[config.mk]
export PLATFORM = sky130hd
export DESIGN_NAME = branch_serial_cmp
export DESIGN_NICKNAME = d
export VERILOG_FILES = /design/src/rtl/branch_serial_cmp.sv
export SDC_FILE = /design/constraint.sdc
export NUM_CORES = 1
export LEC_CHECK = 0
export CAP_MARGIN = 40
export CORE_UTILIZATION = 54
export CTS_CLUSTER_DIAMETER = 100
export DETAILED_ROUTE_END_ITERATION = 8
export PLACE_DENSITY = 0.84
export REMOVE_ABC_BUFFERS = 1
export SYNTH_ARGS = -nofsm -noshare
export SYNTH_HDL_FRONTEND = slang
export SYNTH_SLANG_ARGS = --single-unit
[constraint.sdc]
create_clock -name clk -period 2.5 [get_ports clk]
set_input_delay 0.375 -clock clk [delete_from_list [all_inputs] [get_ports clk]]
set_output_delay 0.375 -clock clk [all_outputs]
set_load 0.005 [all_outputs]
[src/rtl/branch_serial_cmp.sv]
// Digit-serial RISC-V branch comparator: consumes XLEN/DW operand digit pairs LSB-first
// and resolves BEQ/BNE/BLT/BGE/BLTU/BGEU, flagging the reserved funct3 encodings.
module branch_serial_cmp #(
  parameter int unsigned XLEN = 32,
  parameter int unsigned DW   = 1
) (
  input  logic          clk,
  input  logic          rst,
  input  logic          start,
  input  logic [2:0]    func3,
  input  logic [DW-1:0] rs1_d,
  input  logic [DW-1:0] rs2_d,
  input  logic          d_valid,
  output logic          busy,
  output logic          done,
  output logic          taken,
  output logic          illegal
);

  localparam int unsigned NDig = XLEN / DW;
  localparam int unsigned CntW = (NDig > 1) ? $clog2(NDig) : 1;
  localparam logic [CntW-1:0] LastDig = CntW'(NDig - 1);

  typedef enum logic [1:0] {StIdle, StRun, StDone} state_e;

  state_e          r_state, w_state_d;
  logic [2:0]      r_func3, w_func3_d;
  logic            r_eq, w_eq_d;
  logic            r_lt, w_lt_d;
  logic [CntW-1:0] r_cnt, w_cnt_d;
  logic            r_taken, w_taken_d;
  logic            r_illegal, w_illegal_d;

  logic w_dig_eq, w_dig_ltu, w_dig_lts, w_last, w_dig_lt, w_eq_nxt, w_lt_nxt, w_start_bad;

  assign w_dig_eq    = (rs1_d == rs2_d);
  assign w_dig_ltu   = (rs1_d < rs2_d);
  assign w_dig_lts   = ($signed(rs1_d) < $signed(rs2_d));
  assign w_last      = (r_cnt == LastDig);
  // Only the most significant digit carries the sign; funct3[1] selects unsigned.
  assign w_dig_lt    = (w_last && !r_func3[1]) ? w_dig_lts : w_dig_ltu;
  assign w_eq_nxt    = r_eq & w_dig_eq;
  assign w_lt_nxt    = w_dig_lt | (w_dig_eq & r_lt);
  assign w_start_bad = (func3[2:1] == 2'b01);

  function automatic logic decide(input logic [2:0] f, input logic eq, input logic lt);
    unique case (f)
      3'b000:          decide = eq;
      3'b001:          decide = ~eq;
      3'b100, 3'b110:  decide = lt;
      3'b101, 3'b111:  decide = ~lt;
      default:         decide = 1'b0;
    endcase
  endfunction

  always_comb begin
    w_state_d   = r_state;
    w_func3_d   = r_func3;
    w_eq_d      = r_eq;
    w_lt_d      = r_lt;
    w_cnt_d     = r_cnt;
    w_taken_d   = r_taken;
    w_illegal_d = r_illegal;
    unique case (r_state)
      StIdle: begin
        if (start) begin
          w_func3_d   = func3;
          w_eq_d      = 1'b1;
          w_lt_d      = 1'b0;
          w_cnt_d     = '0;
          w_taken_d   = 1'b0;
          w_illegal_d = w_start_bad;
          w_state_d   = w_start_bad ? StDone : StRun;
        end
      end
      StRun: begin
        if (d_valid) begin
          w_eq_d = w_eq_nxt;
          w_lt_d = w_lt_nxt;
          if (w_last) begin
            w_taken_d = decide(r_func3, w_eq_nxt, w_lt_nxt);
            w_state_d = StDone;
          end else begin
            w_cnt_d = r_cnt + CntW'(1);
          end
        end
      end
      StDone: w_state_d = StIdle;
      default: w_state_d = StIdle;
    endcase
  end

  always_ff @(posedge clk) begin
    if (rst) begin
      r_state   <= StIdle;
      r_func3   <= 3'b000;
      r_eq      <= 1'b1;
      r_lt      <= 1'b0;
      r_cnt     <= '0;
      r_taken   <= 1'b0;
      r_illegal <= 1'b0;
    end else begin
      r_state   <= w_state_d;
      r_func3   <= w_func3_d;
      r_eq      <= w_eq_d;
      r_lt      <= w_lt_d;
      r_cnt     <= w_cnt_d;
      r_taken   <= w_taken_d;
      r_illegal <= w_illegal_d;
    end
  end

  assign busy    = (r_state == StRun);
  assign done    = (r_state == StDone);
  assign taken   = r_taken;
  assign illegal = r_illegal;

endmodule

Word level (Yosys, flattened, before mapping)
Cells that the tools add are included.
{"block": "word_totals", "output_inout_bits": 4, "reg_bits": 14}
{"block": "classes", "n_lt_le_gt_ge": 2, "add_sub_neg": 1, "n_eq_ne": 14, "n_mux": 20, "n_bitwise": 5, "reduce_logical": 12}
{"cell": "5-bit two-way mux", "n": 3}
{"cell": "3-bit == test, second input constant", "n": 4}
{"cell": "5-bit case mux with 2 select lines", "n": 1}
{"cell": "2-bit two-way mux", "n": 4}
{"cell": "4-bit AND reduction", "n": 2}
{"cell": "1-bit two-way mux", "n": 7}
{"cell": "2-bit inequality test, second input constant", "n": 3}
{"cell": "1-bit case mux with 2 select lines", "n": 3}
{"cell": "3-bit AND reduction", "n": 2}
{"cell": "5-bit by 1-bit adder with 5-bit output, second input constant", "n": 1}
{"cell": "5-bit == test, second input constant", "n": 1}
{"cell": "2-bit by 1-bit == test with 1-bit output, second input constant", "n": 2}
{"cell": "1-bit case mux with 4 select lines", "n": 1}
{"cell": "2-bit case mux with 2 select lines", "n": 1}
{"cell": "2-bit OR reduction", "n": 2}
{"cell": "3-bit by 1-bit == test with 1-bit output, second input constant", "n": 1}
{"cell": "3-bit zero test", "n": 1}
{"cell": "1-bit AND", "n": 2}
{"cell": "2-bit == test, second input constant", "n": 1}
{"cell": "2-bit zero test", "n": 1}
{"cell": "1-bit < comparator", "n": 2}
{"cell": "2-bit by 1-bit inequality test with 1-bit output, second input constant", "n": 1}
{"cell": "1-bit NOT", "n": 2}
{"cell": "2-bit AND reduction", "n": 1}
{"cell": "other kinds (5)", "n": 5}

Depth between registers and ports, before layout
Gate-level depths: netlist (run 1).
{"block": "logic_depth", "ltp_word": 9, "ltp_mapped": 7}

Least setup slack after synthesis (run 1)
OpenSTA, ideal clock, no wires.
{"block": "synth_path", "path_type": "register to register", "start": "register r_cnt[0]", "end": "register r_cnt[3]", "arrival_time_ns": 1.559, "required_time_ns": 2.366, "path_stages_with_launch": 8, "slack_ns": 0.808, "synth_period_minus_slack_ns": 1.692, "cell_sequence": "dfxtp_1 ha_1 and3_1 ha_1 nand3b_2 a211oi_2 xnor2_1 nor3_1"}
{"block": "synth_via", "elab_chain_len": 4}
{"element": "start: declaration", "line": "30", "text": "logic [CntW-1:0] r_cnt, w_cnt_d;"}
{"element": "start signal: assignment", "line": "107", "text": "r_cnt <= w_cnt_d;"}
{"element": "5-bit by 1-bit adder with 5-bit output", "line": "84", "text": "w_cnt_d = r_cnt + CntW'(1);"}
{"element": "5-bit two-way mux", "line": "80", "text": "if (w_last) begin"}
{"element": "5-bit two-way mux", "line": "77", "text": "if (d_valid) begin"}
{"element": "5-bit case mux with 2 select lines", "line": "64", "text": "unique case (r_state)"}
Parallel ways exist; a longest one is shown, timed or not. The select of a mux whose other input is x is not followed.
A chain may end at the register's enable or synchronous reset.

Worst setup path after layout (run 1)
{"block": "layout_path", "start": "register r_state[1]", "end": "output port busy"}
{"block": "layout_via", "elab_chain_len": 1}
{"element": "start: declaration", "line": "26", "text": "state_e r_state, w_state_d;"}
{"element": "start signal: assignment", "line": "95", "text": "r_state <= StIdle;"}
{"element": "start signal: assignment", "line": "103", "text": "r_state <= w_state_d;"}
{"element": "2-bit by 1-bit == test with 1-bit output", "line": "113", "text": "assign busy = (r_state == StRun);"}
{"element": "end: declaration", "line": "14", "text": "output logic busy,"}
Every way passes these cells.

==> summary.txt, run 1 <==
residual DRC count: 0
CORE AREA: 1320 sq um
Hold Crit Class: reg -> reg
VDD IR max: 0.412 mV
fill count: 105
DR vias/cell: 5.38
Num Clock Sinks: 14
power density over cell area: 493 nW/um^2
All-Layer GR Usage: 21.6%
Die X: 39.7 um
hold buffer count at cts: 0
RSZ-0062 raised after global routing: no
Critical Path End Type: output pin
Initial Utilization: 58.2%
DR iter-0 viols: 9
prevailing post-synth register cell: dfxtp_1
Slew @ Worst Pin: 0.488 ns
# IOs: 13
Die Height: 39.7 um
fmax: 0.534 GHz
non-filler cells, final: 112
Pre-antenna DRT Iters: 4
final hold vios: 0
Post-synth EDFFs: 0
HPWL Detailed: 1040 um
Synth Cell Area: 767 sq um
vias in the first global route: 520
FFs w/ async S/R, synth: 0%
Seq cells post-synth: 14
kind of critical path: reg -> out
CP max FO: 8
Setup Buffers After CTS: 0
full die area: 1570 sq um
placer congestion estimate: 0.791
largest net degree at the start of global routing: 14
post-place instance area: 891 sq um
CTS resizes: 0
first-pass GRT wire length: 2270 um
top-area cell type share of the netlist area: 36.5%
largest area contributor in the netlist: dfxtp_1
delay of the slowest cell on the worst path: 0.51 ns
final setup vio count: 0
gate count of the mapped netlist: 84
IO buf count: 12
CTS tree: built
n_diodes: 0
fin crit period: 1.87 ns
Final TNS setup: 0 ns
Slew HR: 67.3%
clock slew at reported path FFs: 0.08 ns
Area contributors post-synth: dfxtp_1 (37%), ha_1 (6.5%), nand2_1 (5.4%)
Leak: 0.350 nW
Post-DRT Antenna Nets: 0
synth warn: 0
arrival time worst endpoint: 1.50 ns
Data required, critical path: 2.12 ns
NumNets Final: 112
CP startpoint kind: flip-flop
status: completed
htree depth: 1
Clock Latency Late Sink: 0.27 ns
Syn Area/Cell: 9.13 sq um
Slowest-stage cell, CP: clkdlybuf4s50_1
CTS Buf Count: 3
Max-Cap Viols: 0
Synth cell types: 35
period utilization: 74.9%
Max Slew Vio Count: 0
Fin Clk Skew: 0.00589 ns
WL/cell: 12.5 um
Seq/Total Area, Yosys: 36.5%
number of vias in the routed layout: 603
grt ovf: 0
WL final: 1400 um
initial antenna violation count: 0
fraction of layout cells with a size suffix above 1: 15.5%
worst path cell trace: and2b_4 -> clkdlybuf4s50_1
maximum root-to-sink buffer count: 2
Area Overhead vs Synth: 19.1%
Finished Cell Area: 913 sq um
# rows: 13
root buffer cell: clkbuf_4
Placed Cells: 109
## cell usage after synthesis (2+ instances only)
master     n
nand3_1    2
nor3_1     2
nand2_1   11
o211ai_1   2
o21ai_0    2
a21oi_1    5
a211oi_2   2
nor2_1     8
dfxtp_1   14
inv_1      4
nor2b_1    2
a22oi_1    2
xnor2_1    3
ha_1       4
## final cells by class
class	instances	area [sq um]	area share [%]
flip-flops and latches	14	280	30.7
clock buffers	3	22.5	2.47
well taps	15	18.8	2.05
repair buffers	13	128	14.0
inverters	4	15.0	1.64
multi-input cells	63	449	49.2
## critical path, delay by kind of cell (launching register included)
family                 cells  cell delay, ns
DFF                        1            0.39
buffers and inverters      1            0.51
and+or+nand+nor            1            0.33
## layout by cell type (no fill, tap or decap)
cell type,instances
nor2b_1,2
ha_1,4
or2_1,1
inv_1,4
o21ai_0,2
nand4b_1,1
o211ai_1,2
a211oi_2,2
nand2_1,11
nand4_1,1
nand2b_1,1
a21oi_1,5
xor2_1,1
mux2i_1,1
and3_1,1
nand3_1,2
nor3_1,2
buf_4,1
a221oi_2,1
and2b_4,1
nor3b_2,1
a22oi_2,1
clkbuf_4,3
and3b_1,1
a2bb2oi_1,1
dfxtp_1,14
and3b_2,1
a22oi_1,2
clkdlybuf4s50_1,12
nand2b_4,1
a21o_2,1
nand3b_2,1
xnor2_1,3
nor2_1,8
a311oi_2,1
## routing by layer
| metal | wire [um] | up-vias | track usage (%) |
|---|---|---|---|
| met4 | 12 | 0 | 7.76 |
| li1 | - | 321 | - |
| met2 | 608 | 14 | 29.9 |
| met5 | 0 | - | 0 |
| met1 | 722 | 266 | 31.6 |
| met3 | 60 | 2 | 5.11 |
## sequential cells by signal, indices dropped and copies added, names as in the netlist
signal	flops
taken	1
r_eq	1
r_lt	1
illegal	1
r_cnt	5
r_func3	3
r_state	2
## worst paths after layout
| check | to | from | depth (start not counted) | slack (ns) |
|---|---|---|---|---|
| max | busy | r_state[1]$_SDFFE_PP0P_ | 2 | 0.63 |
| min | illegal$_SDFFE_PP0P_ | illegal$_SDFFE_PP0P_ | 2 | 0.47 |
| max reg2reg | r_cnt[3]$_SDFFE_PP0P_ | r_cnt[0]$_SDFFE_PP0P_ | 7 | 0.67 |
| min reg2reg | illegal$_SDFFE_PP0P_ | illegal$_SDFFE_PP0P_ | 2 | 0.47 |
## metrics by stage
stage	util (%)	power, mW	setup WS, ns	hold WS, ns
6_report	69.3	0.451	0.628	0.471
4_1_cts	69.3	0.452	0.626	0.474
3_5_place_dp	67.6	0.332	0.504	0.460
2_1_floorplan	-	0.296	0.808	0.443
3_3_place_gp	67.6	0.331	0.557	0.446
5_1_grt	69.3	0.472	0.503	0.491
## logic make-up after synthesis
logic type               after synthesis  share of synthesized area [%]
multiplexers                           1                           1.31
AND/OR/NAND/NOR                       36                           26.6
AO/OA/AOI/OAI                         18                           19.6
adder cells (fa/ha/maj)                4                           6.53
buffers and inverters                  7                           4.89
flip-flops                            14                           36.5
XOR/XNOR                               4                           4.57
## where the power goes
group / switching [mW] / internal, mW / total (mW)
clock: 0.0668 / 0.0556 / 0.122
combinational: 0.0404 / 0.0455 / 0.0860
sequential: 0.0105 / 0.232 / 0.242
total: 0.118 / 0.333 / 0.451
Note: power is estimated with default switching activity, not from simulation.
==> run 2: changes to the inputs <==
--- a/config.mk
+++ b/config.mk
@@ -6,10 +6,10 @@
 export NUM_CORES = 1
 export LEC_CHECK = 0
 export CAP_MARGIN = 40
-export CORE_UTILIZATION = 54
+export CORE_UTILIZATION = 50
 export CTS_CLUSTER_DIAMETER = 100
 export DETAILED_ROUTE_END_ITERATION = 8
-export PLACE_DENSITY = 0.84
+export PLACE_DENSITY = 0.79
 export REMOVE_ABC_BUFFERS = 1
 export SYNTH_ARGS = -nofsm -noshare
 export SYNTH_HDL_FRONTEND = slang
==> constraint.sdc (replaced) <==
create_clock -name clk -period 1.85 [get_ports clk]
set_input_delay 0.2775 -clock clk [delete_from_list [all_inputs] [get_ports clk]]
set_output_delay 0.2775 -clock clk [all_outputs]
set_load 0.005 [all_outputs]
==> run 2 against run 1 <==
- critical path depth stayed put
- clock skew shrank 0.0046 ns
- global-route usage decreased by 0.62 points
- cell area up 4.8%
- critical endpoint unchanged
- largest power group unchanged
- utilization grew 0.73 points
- combinational power grew 48%
- critical path type unchanged
- worst setup slack worse by 0.59 ns
- wire length grew 10%
- clock-buffer cell count is the same
- worst hold slack got worse by 0.0062 ns
==> summary.txt, run 2 (synthesis gave the netlist of run 1 again) <==
most frequent cells in the layout: dfxtp_1 (12), clkdlybuf4s50_1 (12), nand2_1 (11), nor2_1 (8)
arrival time worst endpoint: 1.53 ns (+0.03 ns)
power density over cell area: 656 nW/um^2 (+33%)
worst setup path end: busy
fin crit period: 1.81 ns
first-pass GRT wire length: 2240 um (-1.5%)
Fin Clk Skew: 0.00127 ns (-0.00462 ns)
Reg2Reg Setup Slack: 0.13 ns (-0.54 ns)
Area Overhead vs Synth: 24.8%
largest register by flop count: r_cnt
root buffer cell: clkbuf_4
All-Layer GR Usage: 21.0% (-0.62 points)
fraction of layout cells with a size suffix above 1: 21.8% (+6.3 points)
Leak: 0.381 nW (+8.8%)
worst path cell trace: and2b_4 -> clkdlybuf4s50_1
VDD IR max: 0.556 mV (+35%)
NumNets Final: 116 (+3.6%)
CP max FO: 8 (unchanged)
placer congestion estimate: 0.754 (-4.7%)
fin worst setup slack: 0.0425 ns (-0.585 ns)
residual DRC count: 0 (unchanged)
Slowest-stage cell, CP: clkdlybuf4s50_1
HPWL Detailed: 1150 um (+11%)
largest net degree at the start of global routing: 9 (-5)
Critical Path Source: r_state[1]$_SDFFE_PP0P_
max reg flops: 5 (unchanged)
CP startpoint kind: flip-flop
pre-CTS setup slack: -0.000173 ns (-0.504 ns)
number of vias in the routed layout: 630 (+4.5%)
Slew @ Worst Pin: 0.312 ns (-0.176 ns)
Initial Utilization: 56.1% (-2.1 points)
Pre-antenna DRT Iters: 3 (-1)
delay of the slowest cell on the worst path: 0.53 ns (+0.02 ns)
maximum root-to-sink buffer count: 2 (unchanged)
DR vias/cell: 5.43 (+0.87%)
WL final: 1550 um (+10%)
RSZ-0062 raised after global routing: no
final setup vio count: 0 (unchanged)
Critical Path End Type: output pin
Die X: 41.2 um (+3.7%)
period utilization: 97.7%
Placed Cells: 113 (+3.7%)
IO buf count: 12 (unchanged)
hold slack final: 0.465 ns (-0.00619 ns)
Setup Buffers After CTS: 0 (unchanged)
Die Height: 41.2 um (+3.7%)
Finished Cell Area: 957 sq um (+4.8%)
# rows: 13 (unchanged)
Crit Reg-Reg Endpoint: r_lt$_SDFFE_PP0P_
WL/cell: 13.3 um (+6.4%)
Max Slew Vio Count: 0 (unchanged)
status: completed
Hold Crit Class: reg -> reg
Slew HR: 79.1% (+12 points)
origin of the critical flop-to-flop path: r_cnt[0]$_SDFFE_PP0P_
CORE AREA: 1370 sq um (+3.7%)
full die area: 1690 sq um (+7.6%)
Max-Cap Viols: 0 (unchanged)
DR iter-0 viols: 8 (-1)
Post-DRT Antenna Nets: 0 (unchanged)
# IOs: 13 (unchanged)
non-filler cells, final: 116 (+3.6%)
vias in the first global route: 522 (+0.38%)
grt ovf: 0 (unchanged)
R2R cell count: 7 (unchanged)
Num Clock Sinks: 14 (unchanged)
initial antenna violation count: 0 (unchanged)
biggest regs: r_cnt x5, r_func3 x3, r_state x2
CTS tree: built
Data required, critical path: 1.57 ns (-0.55 ns)
kind of critical path: reg -> out
n_diodes: 0 (unchanged)
Clock Latency Late Sink: 0.28 ns (about the same)
fmax: 0.553 GHz
post-place instance area: 921 sq um (+3.4%)
final hold vios: 0 (unchanged)
CTS Buf Count: 3 (unchanged)
htree depth: 1 (unchanged)
clock slew at reported path FFs: 0.08 ns (about the same)
run 2: critical path, delay by kind of cell (launching register included):
family	cells	cell delay, ns
flops	1	0.39
buf+inv	1	0.53
simple gates	1	0.33
run 2: how the worst min path moves through the flow:
stage	start	end	slack [ns]	depth (start not counted)
4_1_cts	illegal$_SDFFE_PP0P_	illegal$_SDFFE_PP0P_	0.47	2
2_1_floorplan	rst	r_lt$_SDFFE_PP0P_	0.35	1
3_3_place_gp	illegal$_SDFFE_PP0P_	illegal$_SDFFE_PP0P_	0.44	2
6_report	illegal$_SDFFE_PP0P_	illegal$_SDFFE_PP0P_	0.46	2
3_5_place_dp	illegal$_SDFFE_PP0P_	illegal$_SDFFE_PP0P_	0.45	2
5_1_grt	illegal$_SDFFE_PP0P_	illegal$_SDFFE_PP0P_	0.50	2
run 2: layout make-up:
cell class / count / area (sq um)
multi-input combinational: 63 / 460
clock buffer: 3 / 22.5
tap: 15 / 18.8
timing repair buffer: 17 / 158
fill: 116 / 409
inverter: 4 / 15.0
sequential: 14 / 283
run 2: stage by stage:
step | power, mW | utilization, % | TNS (ns)
2_1_floorplan | 0.400 | - | 0
3_3_place_gp | 0.456 | 67.4 | 0
3_5_place_dp | 0.459 | 67.4 | -0.000173
4_1_cts | 0.626 | 69.0 | 0
5_1_grt | 0.654 | 70.1 | 0
6_report | 0.628 | 70.1 | 0
run 2: metal layers:
layer  up-vias  part of all wire (%)  GRT usage [%]
li1        329                     -              -
met1       285                    48           26.8
met2        11                    47           32.0
met3         5                   3.2           4.89
met4         0                   2.2           12.1
met5         -                     0              0
run 2: timing repair:
item / 4_1_cts / 5_1_grt
hold buffers: 0 / 0
setup endpoints to repair: 0 / 8
endpoints found under the hold margin: 0 / 0
gates resized for setup: 0 / 4
run 2: power breakdown:
group | internal, mW | switching (mW)
Combinational | 0.0690 | 0.0582
Sequential | 0.314 | 0.0154
Clock | 0.0756 | 0.0953
Total | 0.459 | 0.169
==> run 3: changes to the inputs <==
--- a/config.mk
+++ b/config.mk
@@ -5,7 +5,9 @@
 export SDC_FILE = /design/constraint.sdc
 export NUM_CORES = 1
 export LEC_CHECK = 0
+export ABC_CLOCK_PERIOD_IN_PS = 1850
 export CAP_MARGIN = 40
+export CORE_MARGIN = 2
 export CORE_UTILIZATION = 50
 export CTS_CLUSTER_DIAMETER = 100
 export DETAILED_ROUTE_END_ITERATION = 8
==> run 3 against run 2 <==
- power up 8.9%
- non-clock buffer count unchanged
- combinational power barely moved
- critical path type unchanged
- clock-buffer cell count up 1
==> summary.txt, run 3 (synthesis gave the netlist of run 1 again) <==
grt ovf: 0 (unchanged)
post-layout util: 66.0% (-4.1 points)
first-pass GRT wire length: 2750 um (+23%)
Pre-antenna DRT Iters: 4 (+1)
IO buf count: 12 (unchanged)
NumNets Final: 116 (unchanged)
WL final: 1630 um (+5.0%)
final hold vios: 0 (unchanged)
Fin Clk Skew: 0.00612 ns (+0.00485 ns)
number of vias in the routed layout: 640 (+1.6%)
DR iter-0 viols: 7 (-1)
Post-DRT Antenna Nets: 0 (unchanged)
cell-internal power: 0.503 mW (+9.8%)
Data required, critical path: 1.57 ns (about the same)
final setup vio count: 0 (unchanged)
P_sw: 0.180 mW (+6.5%)
fill count: 135 (+16%)
period utilization: 97.8% (+0.12 points)
fin crit period: 1.81 ns (+0.00216 ns)
Clk network pwr share: 33.2% (+6.0 points)
residual DRC count: 0 (unchanged)
n_diodes: 0 (unchanged)
power density over cell area: 704 nW/um^2 (+7.3%)
VDD IR max: 0.425 mV (-24%)
most frequent cells in the layout: dfxtp_1 (13), clkdlybuf4s50_1 (12), nand2_1 (11), nor2_1 (8)
kind of critical path: reg -> out
total power: 0.683 mW (+8.9%)
switching share of power: 26.3% (-0.60 points)
Area Overhead vs Synth: 26.6%
hold buffer count at cts: 0 (unchanged)
Num Clock Sinks: 14 (unchanged)
CTS Buf Count: 3 (unchanged)
pre-CTS setup slack: -0.0144 ns (-0.0142 ns)
# IOs: 13 (unchanged)
Hold Crit Class: reg -> reg
root buffer cell: clkbuf_4
fraction of layout cells with a size suffix above 1: 21.6% (-0.21 points)
arrival time worst endpoint: 1.53 ns (about the same)
clock slew at reported path FFs: 0.08 ns (about the same)
CTS tree: built
vias in the first global route: 659 (+26%)
HPWL Detailed: 1250 um (+8.6%)
Die Height: 43.2 um (+4.9%)
biggest regs: r_cnt x5, r_func3 x3, r_state x2
largest net degree at the start of global routing: 11 (+2)
placer congestion estimate: 0.788 (+4.6%)
DR vias/cell: 5.42 (-0.13%)
maximum root-to-sink buffer count: 2 (unchanged)
initial antenna violation count: 0 (unchanged)
hold slack final: 0.462 ns (-0.00213 ns)
CORE AREA: 1470 sq um (+7.7%)
Clock Latency Late Sink: 0.29 ns (about the same)
Initial Utilization: 52.1% (-4.0 points)
most common cell after layout, fill and taps aside: dfxtp_1
combinational fraction of design power: 18.8% (-1.5 points)
Max-Cap Viols: 0 (unchanged)
CP startpoint kind: flip-flop
CTS resizes: 0 (unchanged)
All-Layer GR Usage: 20.1% (-0.89 points)
CP max FO: 8 (unchanged)
htree depth: 1 (unchanged)
fmax: 0.553 GHz (-0.12%)
status: completed
Leak: 0.389 nW (+2.0%)
max reg flops: 5 (unchanged)
WL/cell: 13.8 um (+3.3%)
sequential group share of total power: 48.0% (-4.5 points)
Max Slew Vio Count: 0 (unchanged)
Die X: 43.2 um (+4.9%)
# rows: 14 (+1)
largest register by flop count: r_cnt
Setup Buffers After CTS: 0 (unchanged)
full die area: 1860 sq um (+10%)
fin worst setup slack: 0.0404 ns (-0.00216 ns)
Critical Path End Type: output pin
Slew @ Worst Pin: 0.314 ns (+0.00137 ns)
Slew HR: 79.1% (about the same)
[run 3: changes by cell type in the layout (fill, tap and decap cells not counted)]
cell,before,now
dfxtp_1,12,13
dfxtp_2,2,1
clkbuf_8,0,1
[run 3: per-layer routing]
layer  share of wire [%]  wire, um  vias to the layer above  GRT usage [%]
met5                   0         0                        -              0
met4                 3.1        51                        0           12.7
met3                 2.6        42                        5           2.55
met2                  47       761                       12           32.2
met1                  47       770                      290           25.1
li1                    -         -                      333              -
[run 3: final timing paths]
check | startpoint | end | slack, ns | cells after the start
worst min register to register | illegal$_SDFFE_PP0P_ | illegal$_SDFFE_PP0P_ | 0.46 | 2
worst max-delay path | r_state[1]$_SDFFE_PP0P_ | busy | 0.04 | 2
worst max register to register | r_cnt[0]$_SDFFE_PP0P_ | taken$_SDFFE_PP0P_ | 0.12 | 7
worst min-delay path | illegal$_SDFFE_PP0P_ | illegal$_SDFFE_PP0P_ | 0.46 | 2
[run 3: layout make-up]
class / count / area (sq um) / share of cell area [%]
Multi-Input combinational cell: 63 / 460 / 47.4
Sequential cell: 14 / 282 / 29.0
Timing Repair Buffer: 17 / 158 / 16.2
Clock buffer: 4 / 36.3 / 3.74
Tap cell: 16 / 20.0 / 2.06
Inverter: 4 / 15.0 / 1.55
[run 3: critical path: stages (launching register included)]
cell             delay, ns
dfxtp_1               0.40
and2b_4               0.33
clkdlybuf4s50_1       0.52
[run 3: power groups by stage]
stage | clock network, mW | logic (mW) | registers [mW]
after floorplan | 0 | 0.0681 | 0.331
after global placement | 0 | 0.123 | 0.334
after detailed placement | 0 | 0.126 | 0.334
after CTS | 0.228 | 0.128 | 0.327
after global routing | 0.237 | 0.140 | 0.331
final | 0.227 | 0.129 | 0.328
[run 3: stage by stage]
stage | area [sq um] | cells | TNS [ns]
5_1_grt | 971 | 118 | -0.00521
3_3_place_gp | 922 | 114 | 0
3_5_place_dp | 922 | 114 | -0.0156
4_1_cts | 958 | 118 | 0
2_1_floorplan | 744 | 81 | 0
6_report | 971 | 118 | 0
